===== src/rtl/y86_pkg.sv =====
// Shared Y86-64 constants, writeback-register layout and memory-FSM state type
// for the memory/writeback stage.
package y86_pkg;

  localparam logic [3:0] I_HALT   = 4'h0;
  localparam logic [3:0] I_NOP    = 4'h1;
  localparam logic [3:0] I_RRMOVQ = 4'h2;
  localparam logic [3:0] I_IRMOVQ = 4'h3;
  localparam logic [3:0] I_RMMOVQ = 4'h4;
  localparam logic [3:0] I_MRMOVQ = 4'h5;
  localparam logic [3:0] I_OPQ    = 4'h6;
  localparam logic [3:0] I_JXX    = 4'h7;
  localparam logic [3:0] I_CALL   = 4'h8;
  localparam logic [3:0] I_RET    = 4'h9;
  localparam logic [3:0] I_PUSHQ  = 4'hA;
  localparam logic [3:0] I_POPQ   = 4'hB;

  localparam logic [2:0] STAT_AOK = 3'd1;
  localparam logic [2:0] STAT_HLT = 3'd2;
  localparam logic [2:0] STAT_ADR = 3'd3;
  localparam logic [2:0] STAT_INS = 3'd4;

  localparam logic [3:0] RNONE = 4'hF;

  typedef enum logic [1:0] {
    MEM_IDLE,
    MEM_BUSY,
    MEM_DONE
  } mem_state_e;

  typedef struct packed {
    logic [2:0]  stat;
    logic [3:0]  icode;
    logic [63:0] val_e;
    logic [63:0] val_m;
    logic [3:0]  dst_e;
    logic [3:0]  dst_m;
  } w_reg_t;

  localparam w_reg_t W_BUBBLE = '{
    stat:  STAT_AOK,
    icode: I_NOP,
    val_e: 64'd0,
    val_m: 64'd0,
    dst_e: RNONE,
    dst_m: RNONE
  };

  function automatic logic is_mem_read(input logic [3:0] icode);
    return (icode == I_MRMOVQ) || (icode == I_POPQ) || (icode == I_RET);
  endfunction

  function automatic logic is_mem_write(input logic [3:0] icode);
    return (icode == I_RMMOVQ) || (icode == I_PUSHQ) || (icode == I_CALL);
  endfunction

  // Stack pops read through the old stack pointer carried in valA.
  function automatic logic addr_from_vala(input logic [3:0] icode);
    return (icode == I_POPQ) || (icode == I_RET);
  endfunction

endpackage


===== src/rtl/y86_dmem_ctrl.sv =====
// Data-memory request/ack handshake FSM (IDLE/BUSY/DONE) with registered bus
// outputs; the BUSY abort counter exists only when Y86_MEM_TIMEOUT_EN is defined.
module y86_dmem_ctrl
  import y86_pkg::*;
#(
  parameter int TIMEOUT_CYCLES = 64
) (
  input  logic        clk,
  input  logic        rst_n,
  input  logic        go_i,
  input  logic        we_i,
  input  logic [63:0] addr_i,
  input  logic [63:0] wdata_i,
  input  logic        ack_i,
  input  logic [63:0] rdata_i,
  input  logic        w_stall_i,
  output logic        req_o,
  output logic        we_o,
  output logic [63:0] addr_o,
  output logic [63:0] wdata_o,
  output logic        stall_o,
  output logic        done_o,
  output logic        timeout_o,
  output logic [63:0] rdata_o
);

  if (TIMEOUT_CYCLES < 1) begin : g_bad_timeout
    $error("TIMEOUT_CYCLES must be at least 1");
  end

  mem_state_e  state_q;
  logic        req_q;
  logic        we_q;
  logic [63:0] addr_q;
  logic [63:0] wdata_q;
  logic [63:0] rdata_q;

`ifdef Y86_MEM_TIMEOUT_EN
  localparam int CNT_W = $clog2(TIMEOUT_CYCLES + 1);
  logic [CNT_W-1:0] cnt_q;
  logic             tmo_q;
`endif

  // NOTE: state is updated with non-blocking assignments so every register
  // samples pre-edge values and simulation matches the synthesized flops.
  always_ff @(posedge clk or negedge rst_n) begin
    if (!rst_n) begin
      state_q <= MEM_IDLE;
      req_q   <= 1'b0;
      we_q    <= 1'b0;
      addr_q  <= '0;
      wdata_q <= '0;
      rdata_q <= '0;
`ifdef Y86_MEM_TIMEOUT_EN
      cnt_q   <= '0;
      tmo_q   <= 1'b0;
`endif
    end else begin
      case (state_q)
        MEM_IDLE: begin
          if (go_i) begin
            req_q   <= 1'b1;
            we_q    <= we_i;
            addr_q  <= addr_i;
            wdata_q <= wdata_i;
            rdata_q <= '0;
            state_q <= MEM_BUSY;
`ifdef Y86_MEM_TIMEOUT_EN
            cnt_q   <= '0;
            tmo_q   <= 1'b0;
`endif
          end
        end
        MEM_BUSY: begin
          if (ack_i) begin
            rdata_q <= rdata_i;
            req_q   <= 1'b0;
            state_q <= MEM_DONE;
          end
`ifdef Y86_MEM_TIMEOUT_EN
          // An ack on the final allowed cycle still wins over the abort.
          else if (cnt_q == CNT_W'(TIMEOUT_CYCLES - 1)) begin
            req_q   <= 1'b0;
            tmo_q   <= 1'b1;
            state_q <= MEM_DONE;
          end else begin
            cnt_q <= cnt_q + 1'b1;
          end
`endif
        end
        MEM_DONE: begin
          if (!w_stall_i) state_q <= MEM_IDLE;
        end
        default: state_q <= MEM_IDLE;
      endcase
    end
  end

  assign req_o   = req_q;
  assign we_o    = we_q;
  assign addr_o  = addr_q;
  assign wdata_o = wdata_q;
  assign rdata_o = rdata_q;
  assign done_o  = (state_q == MEM_DONE);
  assign stall_o = ((state_q == MEM_IDLE) && go_i) || (state_q == MEM_BUSY);

`ifdef Y86_MEM_TIMEOUT_EN
  assign timeout_o = tmo_q;
`else
  assign timeout_o = 1'b0;
`endif

endmodule


===== src/rtl/y86_mem_wb_stage.sv =====
// Y86-64 memory stage plus W pipeline register: decodes the M bundle into a
// data-memory access, bounds-checks it and loads W. Optional: Y86_MEM_TIMEOUT_EN.
module y86_mem_wb_stage
  import y86_pkg::*;
#(
  parameter int DMEM_BYTES     = 8192,
  parameter int TIMEOUT_CYCLES = 64
) (
  input  logic        clk,
  input  logic        rst_n,
  input  logic [2:0]  M_stat,
  input  logic [3:0]  M_icode,
  input  logic [63:0] M_valE,
  input  logic [63:0] M_valA,
  input  logic [3:0]  M_dstE,
  input  logic [3:0]  M_dstM,
  input  logic        W_stall,
  input  logic        dmem_ack,
  input  logic [63:0] dmem_rdata,
  output logic        dmem_req,
  output logic        dmem_we,
  output logic [63:0] dmem_addr,
  output logic [63:0] dmem_wdata,
  output logic        m_stall,
  output logic [2:0]  m_stat,
  output logic [63:0] m_valM,
  output logic [2:0]  W_stat,
  output logic [3:0]  W_icode,
  output logic [63:0] W_valE,
  output logic [63:0] W_valM,
  output logic [3:0]  W_dstE,
  output logic [3:0]  W_dstM
);

  // Highest legal start address of an 8-byte access; a plain 64-bit compare
  // against it cannot wrap the way addr+7 would.
  localparam logic [63:0] LAST_ADDR = 64'(DMEM_BYTES - 8);

  logic        is_rd;
  logic        is_wr;
  logic        mem_op;
  logic        addr_ok;
  logic        go;
  logic [63:0] acc_addr;
  logic        done;
  logic        timed_out;
  logic [63:0] rdata_cap;
  w_reg_t      w_q;
  w_reg_t      w_d;

  assign is_rd    = is_mem_read(M_icode);
  assign is_wr    = is_mem_write(M_icode);
  assign acc_addr = addr_from_vala(M_icode) ? M_valA : M_valE;
  assign addr_ok  = (acc_addr <= LAST_ADDR);
  assign mem_op   = (M_stat == STAT_AOK) && (is_rd || is_wr);
  assign go       = mem_op && addr_ok;

  y86_dmem_ctrl #(
    .TIMEOUT_CYCLES(TIMEOUT_CYCLES)
  ) u_ctrl (
    .clk      (clk),
    .rst_n    (rst_n),
    .go_i     (go),
    .we_i     (is_wr),
    .addr_i   (acc_addr),
    .wdata_i  (M_valA),
    .ack_i    (dmem_ack),
    .rdata_i  (dmem_rdata),
    .w_stall_i(W_stall),
    .req_o    (dmem_req),
    .we_o     (dmem_we),
    .addr_o   (dmem_addr),
    .wdata_o  (dmem_wdata),
    .stall_o  (m_stall),
    .done_o   (done),
    .timeout_o(timed_out),
    .rdata_o  (rdata_cap)
  );

  // NOTE: every output of a combinational block gets a default first so no
  // path leaves it unassigned and no latch is inferred.
  always_comb begin
    m_stat = STAT_AOK;
    if (M_stat != STAT_AOK) begin
      m_stat = M_stat;
    end else if (mem_op && !addr_ok) begin
      m_stat = STAT_ADR;
    end else if (done && timed_out) begin
      m_stat = STAT_ADR;
    end
  end

  assign m_valM = (done && is_rd && !timed_out) ? rdata_cap : 64'd0;

  always_comb begin
    w_d = w_q;
    if (W_stall) begin
      w_d = w_q;
    end else if (m_stall) begin
      w_d = W_BUBBLE;
    end else begin
      w_d = '{
        stat:  m_stat,
        icode: M_icode,
        val_e: M_valE,
        val_m: m_valM,
        dst_e: M_dstE,
        dst_m: M_dstM
      };
    end
  end

  always_ff @(posedge clk or negedge rst_n) begin
    if (!rst_n) begin
      w_q <= W_BUBBLE;
    end else begin
      w_q <= w_d;
    end
  end

  assign W_stat  = w_q.stat;
  assign W_icode = w_q.icode;
  assign W_valE  = w_q.val_e;
  assign W_valM  = w_q.val_m;
  assign W_dstE  = w_q.dst_e;
  assign W_dstM  = w_q.dst_m;

endmodule


===== config.mk =====
export PLATFORM = sky130hd
export DESIGN_NAME = y86_mem_wb_stage
export DESIGN_NICKNAME = d
export VERILOG_FILES = /design/src/rtl/y86_pkg.sv /design/src/rtl/y86_dmem_ctrl.sv /design/src/rtl/y86_mem_wb_stage.sv
export SDC_FILE = /design/constraint.sdc
export NUM_CORES = 1
export LEC_CHECK = 0
export BUFFER_PORTS_ARGS = -buffer_cell sky130_fd_sc_hd__buf_2
export CAP_MARGIN = 10
export CORE_AREA = 5 5 213 215
export DETAILED_ROUTE_END_ITERATION = 7
export DIE_AREA = 0 0 218 220
export GPL_TIMING_DRIVEN = 0
export SLEW_MARGIN = 20
export SYNTH_ARGS = -nofsm -noshare
export SYNTH_HDL_FRONTEND = slang
export SYNTH_SLANG_ARGS = --single-unit
export TNS_END_PERCENT = 100

===== constraint.sdc =====
create_clock -name clk -period 2.3 [get_ports clk]
set_input_delay 0.115 -clock clk [delete_from_list [all_inputs] [get_ports clk]]
set_output_delay 0.115 -clock clk [all_outputs]
set_load 0.1 [all_outputs]

# Word-level counts from Yosys, hierarchy flattened
# Index checks and enable logic that the tools add are counted.
[word_totals]
ff_bits = 339
inputBits = 211
out_inout_bits = 341
[op_classes]
magnitude_cmp = 1
n_eq_ne = 13
muxes = 15
n_reduce_logical = 18
[ops]
columns = ["cell", "n"]
rows = [
  ["64-bit 2-to-1 mux", 4],
  ["143-bit 2-to-1 mux", 1],
  ["64-bit one-hot mux with 2 select lines", 1],
  ["64-bit by 13-bit less-or-equal comparator with 1-bit output (second input constant)", 1],
  ["4-bit == test (second input constant)", 4],
  ["4-bit by 3-bit == test with 1-bit output (second input constant)", 2],
  ["2-bit 2-to-1 mux", 4],
  ["1-bit logical OR", 7],
  ["2-bit one-hot mux with 3 select lines", 1],
  ["3-bit AND reduction", 2],
  ["1-bit logical AND", 5],
  ["2-bit inequality test (second input constant)", 2],
  ["3-bit by 1-bit == test with 1-bit output (second input constant)", 1],
  ["3-bit 2-to-1 mux", 1],
  ["3-bit by 1-bit inequality test with 1-bit output (second input constant)", 1],
  ["2-bit by 1-bit == test with 1-bit output (second input constant)", 1],
  ["2-bit == test (second input constant)", 1],
  ["2-bit logical NOT", 1],
  ["1-bit 2-to-1 mux", 2],
  ["2-bit by 1-bit inequality test with 1-bit output (second input constant)", 1],
  ["1-bit one-hot mux with 2 select lines", 1],
  ["2-bit AND reduction", 1],
  ["2-bit nonzero test", 1],
  ["1-bit logical NOT", 1],
]

# Longest topological paths before layout
[logic_depth]
word_depth = 9
depth_mapped = 9

# Hierarchy
# A second synthesis with hierarchy kept.
[hier_totals]
cells_unflattened = 1400
area_unflattened_um2 = 14893.0
[by_module_without_submodules]
columns = ["module", "instances", "cells_per_inst", "area_each_um2"]
rows = [
  ["y86_dmem_ctrl", 1, 576, 7763.7],
  ["y86_mem_wb_stage", 1, 824, 7129.3],
]

# Least setup slack after synthesis
# OpenSTA, ideal clock, no wires.
[synth_timing]
path_kind = "flip-flop to flip-flop"
start = "reg u_ctrl.state_q[0]"
end = "reg w_q (netlist bit W_valM[15])"
setup_ns = 0.085
arrival_time_ns = 4.266
t_required_ns = 2.215
path_slack_ns = -2.051
stages_incl_launch_ff = 5
path_buffers = 2
synth_period_minus_slack_ns = 4.351
path_cell_list = "dfrtp_1 clkbuf_1 clkbuf_1 nor4_1 mux2_2"
[synth_via]
elab_chain_len = 4
[synth_lines]
columns = ["element", "line_no", "rtl"]
rows = [
  ["start: declaration", "y86_dmem_ctrl.sv:31", "mem_state_e state_q;"],
  ["start signal: assignment", "y86_dmem_ctrl.sv:48", "state_q <= MEM_IDLE;"],
  ["start signal: assignment", "y86_dmem_ctrl.sv:67", "state_q <= MEM_BUSY;"],
  ["start signal: assignment", "y86_dmem_ctrl.sv:78", "state_q <= MEM_DONE;"],
  ["2-bit == test", "y86_dmem_ctrl.sv:104", "assign done_o = (state_q == MEM_DONE);"],
  ["1-bit logical AND", "y86_mem_wb_stage.sv:93", "assign m_valM = (done && is_rd && !timed_out) ? rdata_cap : 64'd0;"],
  ["64-bit 2-to-1 mux", "y86_mem_wb_stage.sv:93", ""],
  ["via m_valM[15]", "y86_mem_wb_stage.sv:26", "output logic [63:0] m_valM,"],
  ["143-bit 2-to-1 mux", "y86_mem_wb_stage.sv:99", "end else if (m_stall) begin"],
  ["end signal: assignment", "y86_mem_wb_stage.sv:117", "w_q <= w_d;"],
  ["end: declaration", "y86_mem_wb_stage.sv:48", "w_reg_t w_q;"],
]
# The timed path passes the listed nets, and every way through them passes these cells.
# A chain may end at the register's enable or synchronous reset.

# Final worst setup path
[layout_timing]
start = "reg u_ctrl.state_q[0]"
end = "out m_valM[60]"
[layout_via]
elab_chain_len = 3
[layout_lines]
columns = ["element", "line_no"]
rows = [
  ["2-bit == test", "y86_dmem_ctrl.sv:104"],
  ["1-bit logical AND", "y86_mem_wb_stage.sv:93"],
  ["64-bit 2-to-1 mux", "y86_mem_wb_stage.sv:93"],
  ["end: declaration", "y86_mem_wb_stage.sv:26"],
]
# Every way passes these cells.

==> results.yml <==
status:
  outcome: "finished, final reports clean"
worst_setup_path:
  worstPathRequired_ps: 2180
  end_kind: "output port"
  startpoint: "u_ctrl.state_q[0]"
  r2r-start: "u_ctrl.state_q[0]"
  r2r_slack_ps: 120
  critPathTopFamily: "buffers and inverters"
  start_kind: "flop"
  path_cells: "buf_4, buf_8, clkbuf_8, nor4_4, buf_6"
  critical_path_class: "reg2out"
  worst_path_max_delay_cell: "dfrtp_2"
  critical_path_buf_inv_count: 4
  arrival_ps: 2140
  slowest_delay_ps: 430
  cp_max_fo: 11
drt:
  drt-vias-per-instance: 4.901
  drtAntennaViolNets: 0
  drtIter0Drc: 607
  drtPass1Iterations: 5
  drc: 0
  routed_wl_um: 56430
  vias: 12290
  wl_per_cell_um: 22.51
layout:
  nNetsFinal: 2096
  area_growth_pct: 64.30
  drive_above_1_share_pct: 45.74
  final_cell_count_no_fill: 2507
logic_synthesis:
  ys_warn_count: 0
  ys.flop_type: "dfrtp_1"
  synthArstFlopShare_pct: 100.0
  syn_nets: 1285
  syn_inst: 1074
  synth_edf_count: 0
  synth-seq-cells: 339
  yosysTopAreaCellShare_pct: 60.62
  ys_seq_area_share_pct: 62.56
  synth_cell_types: 38
  synth_area_leaders: "dfrtp_1 61%, mux2_2 9.4%, a32o_1 4.9%"
  yosys.area.top_type: "dfrtp_1"
  mappedNetlistArea_um2: 13580
  syn_area_per_cell_um2: 12.64
timing:
  slew_headroom_pct: 36.90
  setup_viol: 0
  rsz0062_at_grt: "yes"
  finalHoldViolCount: 0
  fin_crit_sh_pct: 97.87
  tns_ps: 0
  worstMarginPinSlew_ps: 946.6
  final.min_clock_period_ps: 2251
  final.setup_skew_ps: 9.784
  maxSlewViolCount: 0
  hold_ws_ps: 87.02
  max_freq_ghz: 0.4442
grt:
  track_usage_pct: 22.78
  grt_max_degree: 97
  grt_pass1_wl_um: 84120
  antenna_found_initial: 6
  gr-total-overflow: 0
  grt_pass1_vias: 13570
clock_tree:
  cts_tree: "built"
  root_buffer: "clkbuf_16"
  htreeDepth: 2
  path_clk_slew_ps: 60
  numCtsBuffers: 39
  numClockSinks: 339
  clk_path_buf_depth: 3
  clk-insertion-delay-late_ps: 540
place:
  dpl.hpwl_um: 41800
  portBuffers: 550
  placedCellCount: 2219
  gp_congestion: 0.8522
min_path:
  hp-start: "M_icode[0]"
  hold_class: "in2reg"
floorplan:
  coreArea_um2: 43550
  fp.dieH_um: 220
  start_util_pct: 31.19
  die_w_um: 218
  io_pins: 552
  dieArea_um2: 47960
  row_count: 77
power_and_ir_drop:
  p_int_mw: 10.59
  switching_share_pct: 29.31
  clockPowerShare_pct: 40.9
  p_leak_nw: 11.05
  ir_drop_mv: 0.6435
  pwr_density_cell_nw_per_um2: 671.2
  total_power_mw: 14.98
  combPwrFrac_pct: 16.8
  power_frac_seq_pct: 42.3
  power.switching_mw: 4.389
run:
  cap_viol_max_count: 0
power by group through the flow:
stage / sequential [mW] / combinational, mW / clock [mW]
3_3_place_gp: 6.43 / 2.19 / 0
2_1_floorplan: 7.38 / 0.554 / 0
5_1_grt: 6.36 / 2.65 / 6.52
6_report: 6.34 / 2.52 / 6.12
3_5_place_dp: 6.44 / 2.23 / 0
4_1_cts: 6.33 / 2.52 / 6.26
final cells by class:
class                      count  area, um^2
clock inverter                 6       60.06
fill                        3845       21230
tap                          592       740.7
sequential                   339        8497
antenna                        2       5.005
clock buffer                  63        1189
multi-input combinational    575        5560
timing repair buffer         772        5413
buffer                        91       596.8
inverter                      67       251.5
cell usage after synthesis, drive strengths merged (9+ instances only):
master  number
nor4        90
and2        52
inv         67
buf         27
o32a         9
a32o        67
clkbuf      66
dfstp       10
nand2      110
o31ai       64
nand4       10
dfrtp      329
mux2       142
kinds of logic (layout without fill, tap and decap cells):
family	Yosys count	count (layout)	share of synthesized area [%]
AOI/OAI and AO/OA	153	153	9.941
buffers and inverters	160	999	4.782
DFF	339	339	62.56
muxes	143	143	11.85
other	0	2	0
and+or+nand+nor	279	279	10.87
sequential cells by signal, summed over array words and instances (netlist names):
name            cells
W_dstE              4
W_dstM              4
W_icode             4
W_stat              3
W_valE             64
W_valM             64
u_ctrl.addr_o      64
u_ctrl.rdata_o     64
u_ctrl.req_o        1
u_ctrl.state_q      2
u_ctrl.wdata_o     64
u_ctrl.we_o         1
per-stage QoR:
step | utilization [%] | setup WS, ps | instance area (um^2)
after floorplan | - | -523.3 | 14770
after global placement | 41.94 | -5472 | 18270
after detailed placement | 42.16 | -812.8 | 18360
after CTS | 50.82 | -118.2 | 22130
after global routing | 51.23 | -51.22 | 22310
final | 51.24 | 48.90 | 22310
final timing paths:
path | endpoint | cells after the start
setup / recovery | m_valM[60] | 5
hold / removal | u_ctrl.we_o | 3
min in group asynchronous | W_valM[10] | 2
hold reg to reg | u_ctrl.addr_o[35] | 1
setup reg to reg | u_ctrl.addr_o[12] | 6
max in group asynchronous | W_valE[4] | 4
repair_timing:
item                                    in CTS  in global routing
hold buffers                               209                  0
setup buffers                                6                  3
cloned                                       0                  1
endpoints found under the setup margin     155                105
gates resized for setup                    120                 63
pin swaps                                    6                 33
endpoints found under the hold margin      289                  0
worst register-to-register path, stage by stage (launching register included):
cell      delay, ps
dfrtp_2         430
nor3_2          190
and4bb_2        330
o2111a_1        300
clkbuf_4        240
buf_4           220
mux2_2          360
metal layers:
layer | vias to the layer above | global-route usage (%) | part of all wire [%]
met5 | - | 0 | 0.073
met1 | 6171 | 26.74 | 38
met3 | 105 | 6.883 | 8.0
met4 | 6 | 8.332 | 3.5
li1 | 5507 | - | -
met2 | 498 | 39.59 | 51
layout by cell type (no fill, tap or decap), types with 2 or more instances in the layout:
cell / n
a22o_1: 2
a32o_1: 67
and2_1: 52
buf_12: 2
buf_16: 3
buf_2: 495
buf_4: 21
buf_6: 61
buf_8: 5
clkbuf_1: 51
clkbuf_16: 43
clkbuf_2: 14
clkbuf_4: 7
clkbuf_8: 14
clkinv_2: 3
clkinvlp_4: 2
dfrtp_1: 328
dfstp_2: 10
diode_2: 2
dlygate4sd3_1: 209
inv_1: 67
mux2_1: 29
mux2_2: 78
mux2_4: 35
nand2_1: 108
nand2_4: 2
nand4_1: 10
nor2_1: 3
nor3_1: 3
nor3_2: 3
nor4_1: 23
nor4_2: 7
nor4_4: 60
o21ai_0: 3
o31ai_1: 64
o32a_1: 9
Note: power is estimated with default switching activity, not from simulation.
